`src/rtl/alu_issue_arbiter_if.sv`:
```
// Request, ALU-drive and response signals of the shared-ALU issue arbiter.
// slave is the arbiter's view; master is the requesters/ALU/consumer view.
interface alu_issue_arbiter_if #(
  parameter int unsigned XLEN  = 32,
  parameter int unsigned INS_W = 7
);
  logic             req0_valid;
  logic             req0_ready;
  logic [INS_W-1:0] req0_ins;
  logic [XLEN-1:0]  req0_srca;
  logic [XLEN-1:0]  req0_srcb;

  logic             req1_valid;
  logic             req1_ready;
  logic [INS_W-1:0] req1_ins;
  logic [XLEN-1:0]  req1_srca;
  logic [XLEN-1:0]  req1_srcb;

  logic [INS_W-1:0] alu_ins;
  logic [XLEN-1:0]  alu_srca;
  logic [XLEN-1:0]  alu_srcb;
  logic [XLEN-1:0]  alu_result;
  logic             alu_zero;
  logic             alu_sign;

  logic             rsp_valid;
  logic             rsp_ready;
  logic             rsp_id;
  logic [XLEN-1:0]  rsp_result;
  logic             rsp_zero;
  logic             rsp_sign;

  modport slave (
    input  req0_valid, req0_ins, req0_srca, req0_srcb,
    output req0_ready,
    input  req1_valid, req1_ins, req1_srca, req1_srcb,
    output req1_ready,
    output alu_ins, alu_srca, alu_srcb,
    input  alu_result, alu_zero, alu_sign,
    output rsp_valid, rsp_id, rsp_result, rsp_zero, rsp_sign,
    input  rsp_ready
  );

  modport master (
    output req0_valid, req0_ins, req0_srca, req0_srcb,
    input  req0_ready,
    output req1_valid, req1_ins, req1_srca, req1_srcb,
    input  req1_ready,
    input  alu_ins, alu_srca, alu_srcb,
    output alu_result, alu_zero, alu_sign,
    input  rsp_valid, rsp_id, rsp_result, rsp_zero, rsp_sign,
    output rsp_ready
  );
endinterface

```
`src/rtl/alu_issue_arbiter.sv`:
```
// Round-robin arbiter sharing one ALU_unit between two requesters:
// issue register (s1) drives the ALU, response register (s2) holds the result.
module alu_issue_arbiter #(
  parameter int unsigned XLEN  = 32,
  parameter int unsigned INS_W = 7
) (
  input  logic                clk,
  input  logic                reset,
  alu_issue_arbiter_if.slave  bus
);

  logic             s1_valid;
  logic             s1_id;
  logic [INS_W-1:0] s1_ins;
  logic [XLEN-1:0]  s1_srca;
  logic [XLEN-1:0]  s1_srcb;

  logic             s2_valid;
  logic             s2_id;
  logic [XLEN-1:0]  s2_result;
  logic             s2_zero;
  logic             s2_sign;

  logic             last_grant;

  logic             s2_adv;
  logic             s1_adv;
  logic             can_accept;
  logic             grant_any;
  logic             grant_id;
  logic             accept;
  logic [INS_W-1:0] sel_ins;
  logic [XLEN-1:0]  sel_srca;
  logic [XLEN-1:0]  sel_srcb;

  always_comb begin
    s2_adv     = ~s2_valid | bus.rsp_ready;
    s1_adv     = s1_valid & s2_adv;
    can_accept = ~s1_valid | s2_adv;
  end

  // On contention the requester that did not win the last accept goes next.
  always_comb begin
    grant_any = bus.req0_valid | bus.req1_valid;
    grant_id  = 1'b0;
    if (bus.req0_valid && bus.req1_valid) begin
      grant_id = ~last_grant;
    end else if (bus.req1_valid) begin
      grant_id = 1'b1;
    end
  end

  always_comb begin
    accept         = can_accept & grant_any & ~reset;
    bus.req0_ready = accept & ~grant_id;
    bus.req1_ready = accept & grant_id;
  end

  always_comb begin
    sel_ins  = bus.req0_ins;
    sel_srca = bus.req0_srca;
    sel_srcb = bus.req0_srcb;
    if (grant_id) begin
      sel_ins  = bus.req1_ins;
      sel_srca = bus.req1_srca;
      sel_srcb = bus.req1_srcb;
    end
  end

  // Issue stage: operands stay put when it drains because the ALU has no valid.
  always_ff @(posedge clk) begin
    if (reset) begin
      s1_valid   <= 1'b0;
      s1_id      <= 1'b0;
      s1_ins     <= '0;
      s1_srca    <= '0;
      s1_srcb    <= '0;
      last_grant <= 1'b1;
    end else if (accept) begin
      s1_valid   <= 1'b1;
      s1_id      <= grant_id;
      s1_ins     <= sel_ins;
      s1_srca    <= sel_srca;
      s1_srcb    <= sel_srcb;
      last_grant <= grant_id;
    end else if (s1_adv) begin
      s1_valid   <= 1'b0;
    end
  end

  // Response stage: a new capture may coincide with the consumer taking the old one.
  always_ff @(posedge clk) begin
    if (reset) begin
      s2_valid  <= 1'b0;
      s2_id     <= 1'b0;
      s2_result <= '0;
      s2_zero   <= 1'b0;
      s2_sign   <= 1'b0;
    end else if (s1_adv) begin
      s2_valid  <= 1'b1;
      s2_id     <= s1_id;
      s2_result <= bus.alu_result;
      s2_zero   <= bus.alu_zero;
      s2_sign   <= bus.alu_sign;
    end else if (s2_valid && bus.rsp_ready) begin
      s2_valid  <= 1'b0;
    end
  end

  always_comb begin
    bus.alu_ins    = s1_ins;
    bus.alu_srca   = s1_srca;
    bus.alu_srcb   = s1_srcb;
    bus.rsp_valid  = s2_valid;
    bus.rsp_id     = s2_id;
    bus.rsp_result = s2_result;
    bus.rsp_zero   = s2_zero;
    bus.rsp_sign   = s2_sign;
  end

endmodule

```
`src/flat_wrapper.sv`:
```
// flat-port wrapper written by rule: the top's interface ports become plain ports
module alu_issue_arbiter_flat 
#(
  parameter int unsigned XLEN  = 32,
  parameter int unsigned INS_W = 7
)
  (clk, reset, bus_req0_valid, bus_req0_ins, bus_req0_srca, bus_req0_srcb, bus_req0_ready, bus_req1_valid, bus_req1_ins, bus_req1_srca, bus_req1_srcb, bus_req1_ready, bus_alu_ins, bus_alu_srca, bus_alu_srcb, bus_alu_result, bus_alu_zero, bus_alu_sign, bus_rsp_valid, bus_rsp_id, bus_rsp_result, bus_rsp_zero, bus_rsp_sign, bus_rsp_ready);
  alu_issue_arbiter_if #(.XLEN(XLEN), .INS_W(INS_W)) bus_i ();
  input  logic clk;
  input  logic reset;
  input wire logic [$bits(bus_i.req0_valid)-1:0] bus_req0_valid;
  input wire logic [$bits(bus_i.req0_ins)-1:0] bus_req0_ins;
  input wire logic [$bits(bus_i.req0_srca)-1:0] bus_req0_srca;
  input wire logic [$bits(bus_i.req0_srcb)-1:0] bus_req0_srcb;
  output wire logic [$bits(bus_i.req0_ready)-1:0] bus_req0_ready;
  input wire logic [$bits(bus_i.req1_valid)-1:0] bus_req1_valid;
  input wire logic [$bits(bus_i.req1_ins)-1:0] bus_req1_ins;
  input wire logic [$bits(bus_i.req1_srca)-1:0] bus_req1_srca;
  input wire logic [$bits(bus_i.req1_srcb)-1:0] bus_req1_srcb;
  output wire logic [$bits(bus_i.req1_ready)-1:0] bus_req1_ready;
  output wire logic [$bits(bus_i.alu_ins)-1:0] bus_alu_ins;
  output wire logic [$bits(bus_i.alu_srca)-1:0] bus_alu_srca;
  output wire logic [$bits(bus_i.alu_srcb)-1:0] bus_alu_srcb;
  input wire logic [$bits(bus_i.alu_result)-1:0] bus_alu_result;
  input wire logic [$bits(bus_i.alu_zero)-1:0] bus_alu_zero;
  input wire logic [$bits(bus_i.alu_sign)-1:0] bus_alu_sign;
  output wire logic [$bits(bus_i.rsp_valid)-1:0] bus_rsp_valid;
  output wire logic [$bits(bus_i.rsp_id)-1:0] bus_rsp_id;
  output wire logic [$bits(bus_i.rsp_result)-1:0] bus_rsp_result;
  output wire logic [$bits(bus_i.rsp_zero)-1:0] bus_rsp_zero;
  output wire logic [$bits(bus_i.rsp_sign)-1:0] bus_rsp_sign;
  input wire logic [$bits(bus_i.rsp_ready)-1:0] bus_rsp_ready;
  assign bus_i.req0_valid = bus_req0_valid;
  assign bus_i.req0_ins = bus_req0_ins;
  assign bus_i.req0_srca = bus_req0_srca;
  assign bus_i.req0_srcb = bus_req0_srcb;
  assign bus_req0_ready = bus_i.req0_ready;
  assign bus_i.req1_valid = bus_req1_valid;
  assign bus_i.req1_ins = bus_req1_ins;
  assign bus_i.req1_srca = bus_req1_srca;
  assign bus_i.req1_srcb = bus_req1_srcb;
  assign bus_req1_ready = bus_i.req1_ready;
  assign bus_alu_ins = bus_i.alu_ins;
  assign bus_alu_srca = bus_i.alu_srca;
  assign bus_alu_srcb = bus_i.alu_srcb;
  assign bus_i.alu_result = bus_alu_result;
  assign bus_i.alu_zero = bus_alu_zero;
  assign bus_i.alu_sign = bus_alu_sign;
  assign bus_rsp_valid = bus_i.rsp_valid;
  assign bus_rsp_id = bus_i.rsp_id;
  assign bus_rsp_result = bus_i.rsp_result;
  assign bus_rsp_zero = bus_i.rsp_zero;
  assign bus_rsp_sign = bus_i.rsp_sign;
  assign bus_i.rsp_ready = bus_rsp_ready;
  alu_issue_arbiter #(.XLEN(XLEN), .INS_W(INS_W)) u_core (.clk(clk), .reset(reset), .bus(bus_i));
endmodule
```
`config.mk`:
```
export PLATFORM = sky130hd
export DESIGN_NAME = alu_issue_arbiter_flat
export DESIGN_NICKNAME = d
export VERILOG_FILES = /design/src/rtl/alu_issue_arbiter_if.sv /design/src/rtl/alu_issue_arbiter.sv /design/src/flat_wrapper.sv
export SDC_FILE = /design/constraint.sdc
export NUM_CORES = 1
export LEC_CHECK = 0
export CAP_MARGIN = 20
export CORE_UTILIZATION = 33
export CTS_CLUSTER_DIAMETER = 120
export DETAILED_ROUTE_END_ITERATION = 6
export PLACE_DENSITY = 0.77
export RECOVER_POWER = 100
export SLEW_MARGIN = 20
export SYNTH_ARGS = -nofsm -noshare
export SYNTH_HDL_FRONTEND = slang
export SYNTH_SLANG_ARGS = --single-unit
```
`constraint.sdc`:
```
create_clock -name clk -period 1.4 [get_ports clk]
set_input_delay 0.21 -clock clk [delete_from_list [all_inputs] [get_ports clk]]
set_output_delay 0.21 -clock clk [all_outputs]
set_load 0.02 [all_outputs]
```
## Yosys cells after proc, flatten, opt, wreduce, memory -nomap -nowiden

Cells that the tools add are included.
W data, S select, Z words.

- Bitwise logic cells: 13
- Reduce and logical (&&, ||, !) cells: 4
- Muxes and demuxes: 9

Operators by type and width:

| kind | number |
|---|---|
| $mux W32 | 2 |
| $mux W7 | 1 |
| $mux W1 | 6 |
| $and A1 B1 Y1 | 5 |
| $not A1 Y1 | 5 |
| $reduce_bool A2 Y1 | 2 |
| $or A1 B1 Y1 | 3 |
| $logic_and A1 B1 Y1 | 2 |

- Logic and storage cells: 37
- Output and inout bits: 109
- Bits of input ports: 181
- Register bits after elaboration: 110

## Depth between registers and ports, before layout

- Depth after elaboration: 6
- Depth in mapped cells: 6
- Depth with buffers taken out: 3

## Worst setup path before layout

OpenSTA, ideal clock, no wires.

- Path kind: reg-to-output
- Start point: register u_core.s1_valid
- End point: output port bus_req0_ready
- Data required time: 1.190 ns
- Path slack: -0.176 ns
- Buffers on the path: 3
- Stages on the path, launching flop included: 7
- Data arrival time: 1.366 ns
- Path through: dfxtp_1 -> buf_2 -> nand3b_2 -> nand3b_2 -> buf_4 -> buf_6 -> nor2_1

- Longest elaborated chain between the ends: 5

RTL lines:

| element | RTL line | RTL |
|---|---|---|
| start, declared | alu_issue_arbiter.sv:12 | `logic s1_valid;` |
| start signal, assigned | alu_issue_arbiter.sv:73 | `s1_valid <= 1'b0;` |
| start signal, assigned | alu_issue_arbiter.sv:80 | `s1_valid <= 1'b1;` |
| start signal, assigned | alu_issue_arbiter.sv:87 | `s1_valid <= 1'b0;` |
| $not A1 Y1 | alu_issue_arbiter.sv:39 | `can_accept = ~s1_valid \| s2_adv;` |
| $or A1 B1 Y1 | alu_issue_arbiter.sv:39 |  |
| $and A1 B1 Y1 (2 in series) | alu_issue_arbiter.sv:54 | `accept = can_accept & grant_any & ~reset;` |
| $and A1 B1 Y1 | alu_issue_arbiter.sv:55 | `bus.req0_ready = accept & ~grant_id;` |
| end, declared | flat_wrapper.sv:15 | `output wire logic [$bits(bus_i.req0_ready)-1:0] bus_req0_ready;` |

No other way between the ends.

## Worst setup path after layout

Ends and elaborated chain as after synthesis.

==> impl_metrics.ini <==
[run_status]
outcome = completed

[finish]
multiInputGateArea_sq_um = 2150
instances_no_fill = 917
n_antenna_cell = 0
nFillCells = 1135
final_cell_area_sq_um = 8220
register_area_sq_um = 2210
layout.nets = 917
syn_to_final_growth_pct = 79.6
layout-drive-gt1-share_pct = 9.45

[clock_network]
clk_pin_slew_ps = 70
cts.sinks = 110
clk_latency_ps = 340
clockBufferDepth = 2
htreeDepth = 3
cts_tree = done
cts_root_buf = clkbuf_16
postCtsHoldBufs = 0
cts_buffers = 9

[detailed_routing]
routedWlPerCell_um = 17.6
post_drt_via_cell_ratio = 5.02
drc_errors = 0
antenna_left = 0
first_pass_iters = 4
drtIter0Drc = 179
wirelength_um = 16100
num_vias = 4606

[timing]
fin_skew_ps = 6.25
hold_viol = 0
clock.fmax_mhz = 723
min_period_over_period_pct = 98.8
holdWs_ps = 294
min_period_ps = 1380
relSlewSlack_pct = 71.6
setup_violations = 0
worstMarginPinSlew_ps = 425
rsz0062_at_grt = true
setup_ws_ps = 17.0
drv_slew = 0

[placement]
place_ws_ps = -564
dp_hpwl_um = 11500
postPlaceCellArea_sq_um = 7760
port_buffers = 289
numPlacedInstances = 889
gp_congestion = 0.816

[yosys]
synthCells = 438
yosys-top-cells-area = dfxtp_1, mux2i_1, o2bb2ai_1
ys_seq_area_share_pct = 48.1
ys_ff_latch = 110
synth_warnings = 0
synth_common_cells = dfxtp_1, mux2i_1, o2bb2ai_1
synth_area_sq_um = 4570
async_flop_share_pct = 0
synth_top_area_cell = dfxtp_1
ys.flop_type = dfxtp_1
synth_edf_count = 0
post-synth-top-count-cell = dfxtp_1
yosysTopAreaCellShare_pct = 48.1
yosysUniqueCellTypes = 25
syn_avg_cell_area_sq_um = 10.4
syn_nets = 619

[die]
num_rows = 42
dieArea_sq_um = 14300
die_y_um = 120
core_sq_um = 13400
die_w_um = 120
start_util_pct = 34.1
pin_count = 290

[power]
pwr_density_cell_nw_per_um2 = 1030
p_leak_nw = 3.74
peakVddDrop_mv = 0.533

[worst_setup_path]
start_kind = register
crit_arrival_ps = 1170
cp_data_required_time_ps = 1190
worstSetupPathType = reg2out
ff2ff_setup_slack_ps = 30
crit_fanout = 4
critPathCaptureType = output port

[global_route]
grt_pass1_wl_um = 24400
grt.overflow.total = 0
antenna_found_initial = 0
grt_pass1_vias = 4774
grt_max_degree = 47
globalRouteTotalUtil_pct = 21.8

[worst_hold_path]
hp-class = in2reg

[flow_run]
maxCapViolCount = 0
==> metrics by stage <==
| step | total power, W | TNS [ps] | util [%] |
|---|---|---|---|
| after floorplan | 0.00451 | 0 | - |
| after global placement | 0.00570 | -31430 | 57.9 |
| after detailed placement | 0.00574 | -36170 | 57.9 |
| after CTS | 0.00851 | -25.1 | 60.9 |
| after global routing | 0.00880 | -119 | 61.3 |
| final | 0.00846 | 0 | 61.3 |
==> placed cells by master, fill, tap and decap left out, types with 3 or more instances in the layout <==
cell type | Yosys | final
clkdlybuf4s50_1 | 0 | 176
dlygate4sd2_1 | 0 | 110
dfxtp_1 | 110 | 107
mux2i_1 | 77 | 76
o2bb2ai_1 | 50 | 50
a21oi_1 | 44 | 44
nand3_1 | 35 | 35
o21ai_0 | 35 | 35
buf_4 | 7 | 19
nand2b_1 | 14 | 14
clkbuf_16 | 0 | 10
buf_6 | 9 | 9
o32ai_1 | 7 | 7
a211oi_1 | 7 | 7
buf_12 | 0 | 6
buf_16 | 0 | 4
inv_1 | 3 | 3
bufinv_16 | 0 | 3
clkbuf_1 | 18 | 3
==> repair_timing <==
action                                 CTS  global route
gates cloned                             4             1
setup endpoints to repair              202            75
endpoints found under the hold margin    0             0
pin swaps                                1             4
setup buffers                            6             3
resized for setup                      136             9
==> area by class of cell <==
type                       instances  area share, %
clock buffer                      12           2.88
clock inverter                     4           1.16
inverter                           3          0.137
multi-input combinational        283           26.2
sequential                       110           26.9
tap                              176           2.68
timing repair buffer             329           40.1
==> layer usage <==
metal	vias up	global-route usage, %	wire length [um]
met5	-	0	0
met4	0	9.30	399
met3	27	6.13	1270
met2	220	39.0	8110
met1	2130	23.9	6360
li1	2229	-	-
==> worst max-delay path, stage by stage, from the launching register on <==
cell and delay (ps):
dfxtp_4 360, nand3b_4 120, nand3b_4 130, nor2_4 110
buf_6 120
==> power breakdown <==
group	total [W]	leakage [nW]	switching, W	internal (W)
logic	0.00208	2.67	0.000974	0.00110
clock network	0.00287	0.161	0.00112	0.00175
registers	0.00352	0.911	0.000130	0.00338
total	0.00846	3.74	0.00222	0.00624
==> registers in the layout (all words and copies together) (netlist names) <==
register / cells
u_core.s1_valid: 1
u_core.bus.rsp_zero: 1
u_core.bus.alu_srcb: 32
u_core.bus.alu_ins: 7
u_core.bus.rsp_id: 1
u_core.bus.alu_srca: 32
u_core.s1_id: 1
u_core.bus.rsp_sign: 1
u_core.last_grant: 1
u_core.bus.rsp_result: 32
u_core.bus.rsp_valid: 1
==> cells by family (layout without fill, tap and decap cells) <==
logic type             after synthesis  in the layout  share of synthesized area [%]
AOI/OAI and AO/OA                  149            149                           22.2
DFF                                110            110                           48.1
buffers and inverters               45            348                           5.94
muxes                               77             77                           16.8
and+or+nand+nor                     57             57                           6.89
==> final timing paths <==
check | from | endpoint | cells past startpoint
max | u_core.s1_valid$_SDFFE_PP0P_ | bus_req0_ready | 4
min | reset | u_core.bus.rsp_id$_SDFFE_PP0P_ | 3
max reg2reg | u_core.s1_valid$_SDFFE_PP0P_ | u_core.s1_id$_SDFFE_PP0P_ | 7
min reg2reg | u_core.bus.alu_srca[15]$_SDFFE_PP0P_ | u_core.bus.alu_srca[15]$_SDFFE_PP0P_ | 1
(Power assumes the default switching activity.)
